==> src/rtl/video_pkg.sv <==
// Shared video constants and the blitter FSM encoding, used by tile_blitter and video_unit.
package video_pkg;

  localparam int VID_TILES_H = 28;
  localparam int VID_TILES_V = 18;

  typedef enum logic [1:0] {
    ST_IDLE = 2'd0,
    ST_RD   = 2'd1,
    ST_WR   = 2'd2,
    ST_FIN  = 2'd3
  } blit_state_e;

endpackage

==> src/rtl/tile_blitter.sv <==
// Rectangular tile fill into a 2-bit-per-tile VRAM via read-modify-write of packed bytes.
// Optional feature: define TILE_BLITTER_CLIP_EN to clip regions instead of rejecting them.
module tile_blitter
  import video_pkg::*;
#(
  parameter int TILES_H = VID_TILES_H,
  parameter int TILES_V = VID_TILES_V,
  parameter int VRAM_AW = 7
) (
  input  logic               wclk,
  input  logic               rst_n,
  input  logic               cmd_valid,
  output logic               cmd_ready,
  input  logic [4:0]         cmd_x,
  input  logic [4:0]         cmd_y,
  input  logic [4:0]         cmd_w,
  input  logic [4:0]         cmd_h,
  input  logic [1:0]         cmd_color,
  output logic               busy,
  output logic               done,
  output logic               err,
  output logic [VRAM_AW-1:0] vram_addr,
  output logic [7:0]         vram_wdata,
  output logic               vram_wenable,
  input  logic [7:0]         vram_rdata
);

  localparam logic [5:0] TH6 = 6'(TILES_H);
  localparam logic [5:0] TV6 = 6'(TILES_V);

  blit_state_e state_q, state_d;
  logic [8:0]  idx_q, idx_d;
  logic [4:0]  col_q, col_d;
  logic [4:0]  row_q, row_d;
  logic [4:0]  w_q, w_d;
  logic [1:0]  color_q, color_d;
  logic        err_flag_q, err_flag_d;

  logic [5:0]  x6_s, y6_s, w6_s, h6_s;
  logic [5:0]  w_eff_s, h_eff_s;
  logic        reject_s, empty_s;
  logic [10:0] idx_full_s;
  logic [7:0]  merged_s;

  assign x6_s       = {1'b0, cmd_x};
  assign y6_s       = {1'b0, cmd_y};
  assign w6_s       = {1'b0, cmd_w};
  assign h6_s       = {1'b0, cmd_h};
  assign idx_full_s = 11'(cmd_y) * 11'(TILES_H) + 11'(cmd_x);

`ifdef TILE_BLITTER_CLIP_EN
  // Clip the requested rectangle to the frame; an origin off-frame yields an empty region.
  always_comb begin
    reject_s = 1'b0;
    w_eff_s  = 6'd0;
    h_eff_s  = 6'd0;
    if ((x6_s >= TH6) || (y6_s >= TV6)) begin
      w_eff_s = 6'd0;
      h_eff_s = 6'd0;
    end else begin
      w_eff_s = (w6_s > (TH6 - x6_s)) ? (TH6 - x6_s) : w6_s;
      h_eff_s = (h6_s > (TV6 - y6_s)) ? (TV6 - y6_s) : h6_s;
    end
  end
`else
  // Any rectangle reaching past the frame edge is rejected outright.
  always_comb begin
    reject_s = ((x6_s + w6_s) > TH6) || ((y6_s + h6_s) > TV6);
    w_eff_s  = w6_s;
    h_eff_s  = h6_s;
  end
`endif

  assign empty_s = reject_s || (w_eff_s == 6'd0) || (h_eff_s == 6'd0);

  // Next-state and datapath update for the fill sequencer.
  always_comb begin
    state_d    = state_q;
    idx_d      = idx_q;
    col_d      = col_q;
    row_d      = row_q;
    w_d        = w_q;
    color_d    = color_q;
    err_flag_d = err_flag_q;
    case (state_q)
      ST_IDLE: begin
        if (cmd_valid) begin
          color_d    = cmd_color;
          w_d        = w_eff_s[4:0];
          col_d      = w_eff_s[4:0] - 5'd1;
          row_d      = h_eff_s[4:0] - 5'd1;
          idx_d      = idx_full_s[8:0];
          err_flag_d = reject_s;
          state_d    = empty_s ? ST_FIN : ST_RD;
        end else begin
          state_d = ST_IDLE;
        end
      end
      ST_RD: state_d = ST_WR;
      ST_WR: begin
        if (col_q != 5'd0) begin
          idx_d   = idx_q + 9'd1;
          col_d   = col_q - 5'd1;
          state_d = ST_RD;
        end else if (row_q != 5'd0) begin
          // Jump from the last tile of this row to the first tile of the next.
          idx_d   = idx_q + 9'(TILES_H) - {4'd0, w_q} + 9'd1;
          col_d   = w_q - 5'd1;
          row_d   = row_q - 5'd1;
          state_d = ST_RD;
        end else begin
          state_d = ST_FIN;
        end
      end
      ST_FIN: begin
        err_flag_d = 1'b0;
        state_d    = ST_IDLE;
      end
      default: state_d = ST_IDLE;
    endcase
  end

  // Sequencer registers with asynchronous reset.
  always_ff @(posedge wclk or negedge rst_n) begin
    if (!rst_n) begin
      state_q    <= ST_IDLE;
      idx_q      <= 9'd0;
      col_q      <= 5'd0;
      row_q      <= 5'd0;
      w_q        <= 5'd0;
      color_q    <= 2'd0;
      err_flag_q <= 1'b0;
    end else begin
      state_q    <= state_d;
      idx_q      <= idx_d;
      col_q      <= col_d;
      row_q      <= row_d;
      w_q        <= w_d;
      color_q    <= color_d;
      err_flag_q <= err_flag_d;
    end
  end

  // Replace the 2-bit slot of the current tile inside the byte read back in RD.
  always_comb begin
    merged_s = vram_rdata;
    case (idx_q[1:0])
      2'd0:    merged_s[1:0] = color_q;
      2'd1:    merged_s[3:2] = color_q;
      2'd2:    merged_s[5:4] = color_q;
      2'd3:    merged_s[7:6] = color_q;
      default: merged_s      = vram_rdata;
    endcase
  end

  assign cmd_ready    = (state_q == ST_IDLE);
  assign busy         = (state_q == ST_RD) || (state_q == ST_WR);
  assign done         = (state_q == ST_FIN);
  assign err          = (state_q == ST_FIN) && err_flag_q;
  assign vram_wenable = (state_q == ST_WR);
  assign vram_addr    = busy ? VRAM_AW'(idx_q[8:2]) : '0;
  assign vram_wdata   = (state_q == ST_WR) ? merged_s : 8'd0;

endmodule

==> config.mk <==
export PLATFORM = sky130hd
export DESIGN_NAME = tile_blitter
export DESIGN_NICKNAME = d
export VERILOG_FILES = /design/src/rtl/video_pkg.sv /design/src/rtl/tile_blitter.sv
export SDC_FILE = /design/constraint.sdc
export NUM_CORES = 1
export LEC_CHECK = 0
export ABC_CLOCK_PERIOD_IN_PS = 2520
export BUFFER_PORTS_ARGS = -buffer_cell sky130_fd_sc_hd__clkbuf_2
export CORE_ASPECT_RATIO = 1.75
export CORE_MARGIN = 8
export CORE_UTILIZATION = 58
export CTS_CLUSTER_DIAMETER = 120
export CTS_CLUSTER_SIZE = 8
export DETAILED_ROUTE_END_ITERATION = 6
export GPL_ROUTABILITY_DRIVEN = 0
export HOLD_SLACK_MARGIN = 0.1
export PLACE_DENSITY = 0.82
export RECOVER_POWER = 25
export SLEW_MARGIN = 5
export SYNTH_ARGS = -nofsm -noshare
export SYNTH_HDL_FRONTEND = slang
export SYNTH_SLANG_ARGS = --single-unit
==> constraint.sdc <==
create_clock -name wclk -period 2.52 [get_ports wclk]
set_input_delay 0.126 -clock wclk [delete_from_list [all_inputs] [get_ports wclk]]
set_output_delay 0.126 -clock wclk [all_outputs]
set_load 0.01 [all_outputs]
==> reports/qor.txt <==
maximum VDD drop -> 0.000576 V
Area Overhead vs Synth -> 15.6%
num rows -> 36
outcome -> complete, but fails checks
synthesized area per cell -> 8.75 µm²
IO Pins -> 53
routed via count -> 2904
Post-Synth Simple-Gate Area -> 13.5%
Worst Path Arrival -> 2.56 ns
Peak Freq -> 0.420 GHz
Post-Syn Nets -> 453
largest family of logic cells by synthesized area -> adder cells
layout cell share with drive strength beyond 1 -> 21.3%
EDFF count, synth -> 0
top_reg_cell synth -> dfrtp_1
Max-Slew Margin vs Limit -> -6.56%
drt drc -> 0
Cells after Synth -> 368
post-synthesis adder-cell area fraction -> 22.3%
worst r2r path cells -> 10
CP endpoint kind -> flop
post-CTS setup buffer count -> 0
Wirelength per Cell -> 16.3 µm
final hold violation count -> 0
WHS -> 0.143 ns
Critical Path Fanout Max -> 5
minimum clock period -> 2.38 ns
Yosys reg bits -> 29
NumNets Final -> 515
post-route clock period utilization -> 94.4%
register-to-register setup slack -> 0.14 ns
quantity of I/O buffers inserted on ports -> 52
total track usage -> 21.1%
Core Area -> 5450 µm²
area leader, netlist -> dfrtp_1
hold_sp -> cmd_w[2]
Finished Cell Area -> 3720 µm²
drt total wl -> 8240 µm
Post-DP HPWL -> 6650 µm
ranking of synthesized cells by area -> dfrtp_1, ha_1, fa_1
Post-Synth XOR/XNOR Area -> 7.07%
multiplexer area fraction after synthesis -> 8.16%
Mapped Area -> 3220 µm²
DIE HEIGHT -> 115 µm
P per Cell Area -> 1220 nW/µm²
WHS Endpoint -> w_q[2]
CTS tree -> yes
Clk pin slew, worst setup/hold paths -> 0.07 ns
Critical Path RT -> 2.71 ns
Async SR Flop Fraction -> 100%
Synth Area in Compound Gates -> 19.3%
WL met3 -> 338 µm
vias per cell -> 5.73
final std cells w/o fill -> 507
failing checks -> max-capacitance violations, max-slew violations
die area -> 8290 µm²
CTS max path bufs -> 2
post-place instance area -> 3580 µm²
initial antenna violation count -> 0
Metal-1 WL -> 3020 µm
reg2reg start -> idx_q[4]
Final ANT Viol Nets -> 0
Slew @ Worst Pin -> 1.60 ns
top cell type's share of synthesized area -> 22.5%
largest net degree at the start of global routing -> 30
H-tree depth -> 2
Ys Warns -> 0
Clock Tree Root -> clkbuf_8
Seq/Total Area, Yosys -> 22.5%
r2r endpoint -> idx_q[8]
Met2 Wirelength -> 4490 µm
TritonCTS buffer count -> 5
Netlist cell types -> 51
DP Cell Count -> 495
WHS Path Cells -> 2
Worst Hold Class -> input pin to flop
register area -> 726 µm²
area of the multi-input gates -> 2280 µm²
FILL cells -> 437
Crit Path Class -> flop to flop
TNS Setup -> 0 ns
Final Power -> 4.56 mW
Final Slew Violations -> 30
Worst Setup Start Kind -> flop
antenna diode count -> 0
Layout Skew -> 0.00420 ns
vias in the first global route -> 3110
first-pass GRT wire length -> 14000 µm
global route overflow -> 0
Initial Utilization -> 59.1%
max_cap viols -> 1
Sink Count -> 29
Die W -> 72.3 µm
leak pwr -> 1.83 nW
DRT Pass-1 Iters -> 4
DRC violation total after the first TritonRoute iteration -> 124
final setup violation count -> 0
Top Layer Used -> met4
worst skew pair latency -> 0.29 ns
final cells by class:
type / count / share of cell area, %
Timing Repair Buffer: 67 / 10.2
Multi-Input combinational cell: 286 / 61.4
Tap cell: 76 / 2.55
Clock buffer: 6 / 1.95
Inverter: 41 / 4.13
Sequential cell: 29 / 19.5
Clock inverter: 2 / 0.269
state kept, by name (all words and copies together) (netlist names):
signal      flops
row_q           5
color_q         2
err_flag_q      1
col_q           5
idx_q           9
state_q         2
w_q             5
layout by cell type, fill, tap and decap left out, types with 10 or more instances in the layout:
cell,synthesis,final
nor2_1,24,24
mux2i_1,15,15
dfrtp_1,29,29
mux2_2,10,10
ha_1,43,43
xor2_1,11,11
a21oi_1,29,28
o21ai_0,16,16
clkbuf_2,0,51
inv_1,41,41
xnor2_1,15,15
nand2_1,25,25
buf_4,1,11
metal layers:
layer	up-vias	global-route usage, %
met5	-	0
met4	0	13.3
met3	26	3.60
met2	86	39.1
met1	1381	20.7
li1	1411	-
synthesized netlist by cell type (8+ instances only):
library cell and n:
ha_1 43, mux2_2 10, a21o_1 9, a21oi_1 29
dfrtp_1 29, o21ai_0 16, xnor2_1 15, nand3_1 9
xor2_1 11, nand2_1 25, mux2i_1 15, fa_1 9
and2_1 8, inv_1 41, nor2_1 24
report_power, final:
| part | internal (mW) | switching, mW |
|---|---|---|
| clock | 0.191 | 0.188 |
| combinational | 1.41 | 1.80 |
| sequential | 0.704 | 0.263 |
repair_timing:
item	in CTS	in global routing
hold buffers	4	0
resized for setup	0	5
endpoints found under the hold margin	32	0
endpoints found under the setup margin	0	3
per-stage QoR:
stage               util, %  setup WS, ns
finish                 68.3         0.141
global route           68.3      -0.00546
CTS                    68.0        0.0442
detailed placement     65.7        0.0574
global placement       65.7         0.162
floorplan                 -         0.222
worst max-delay path: stages, from the launching register on:
cell      delay [ns]
dfrtp_1         0.39
inv_1           0.09
ha_1            0.28
inv_1           0.04
ha_1            0.35
a21oi_1         0.10
o22ai_2         0.21
mux2i_1         0.29
a22oi_2         0.13
mux2i_1         0.12
a221oi_1        0.28
worst max-delay path by stage:
stage,from,to,slack (ns)
final,idx_q[4],idx_q[8],0.14
after global routing,idx_q[1],idx_q[7],-0.005
after CTS,idx_q[4],idx_q[8],0.04
after detailed placement,cmd_y[0],idx_q[7],0.06
after global placement,cmd_y[0],idx_q[8],0.16
after floorplan,state_q[0],col_q[4],0.22
kinds of logic after synthesis:
| logic type | after synthesis |
|---|---|
| flip-flops | 29 |
| buffers and inverters | 53 |
| XOR/XNOR | 26 |
| AND/OR/NAND/NOR | 89 |
| multiplexers | 25 |
| adder cells (fa/ha/maj) | 52 |
| AO/OA/AOI/OAI | 94 |
(Power assumes the default switching activity.)
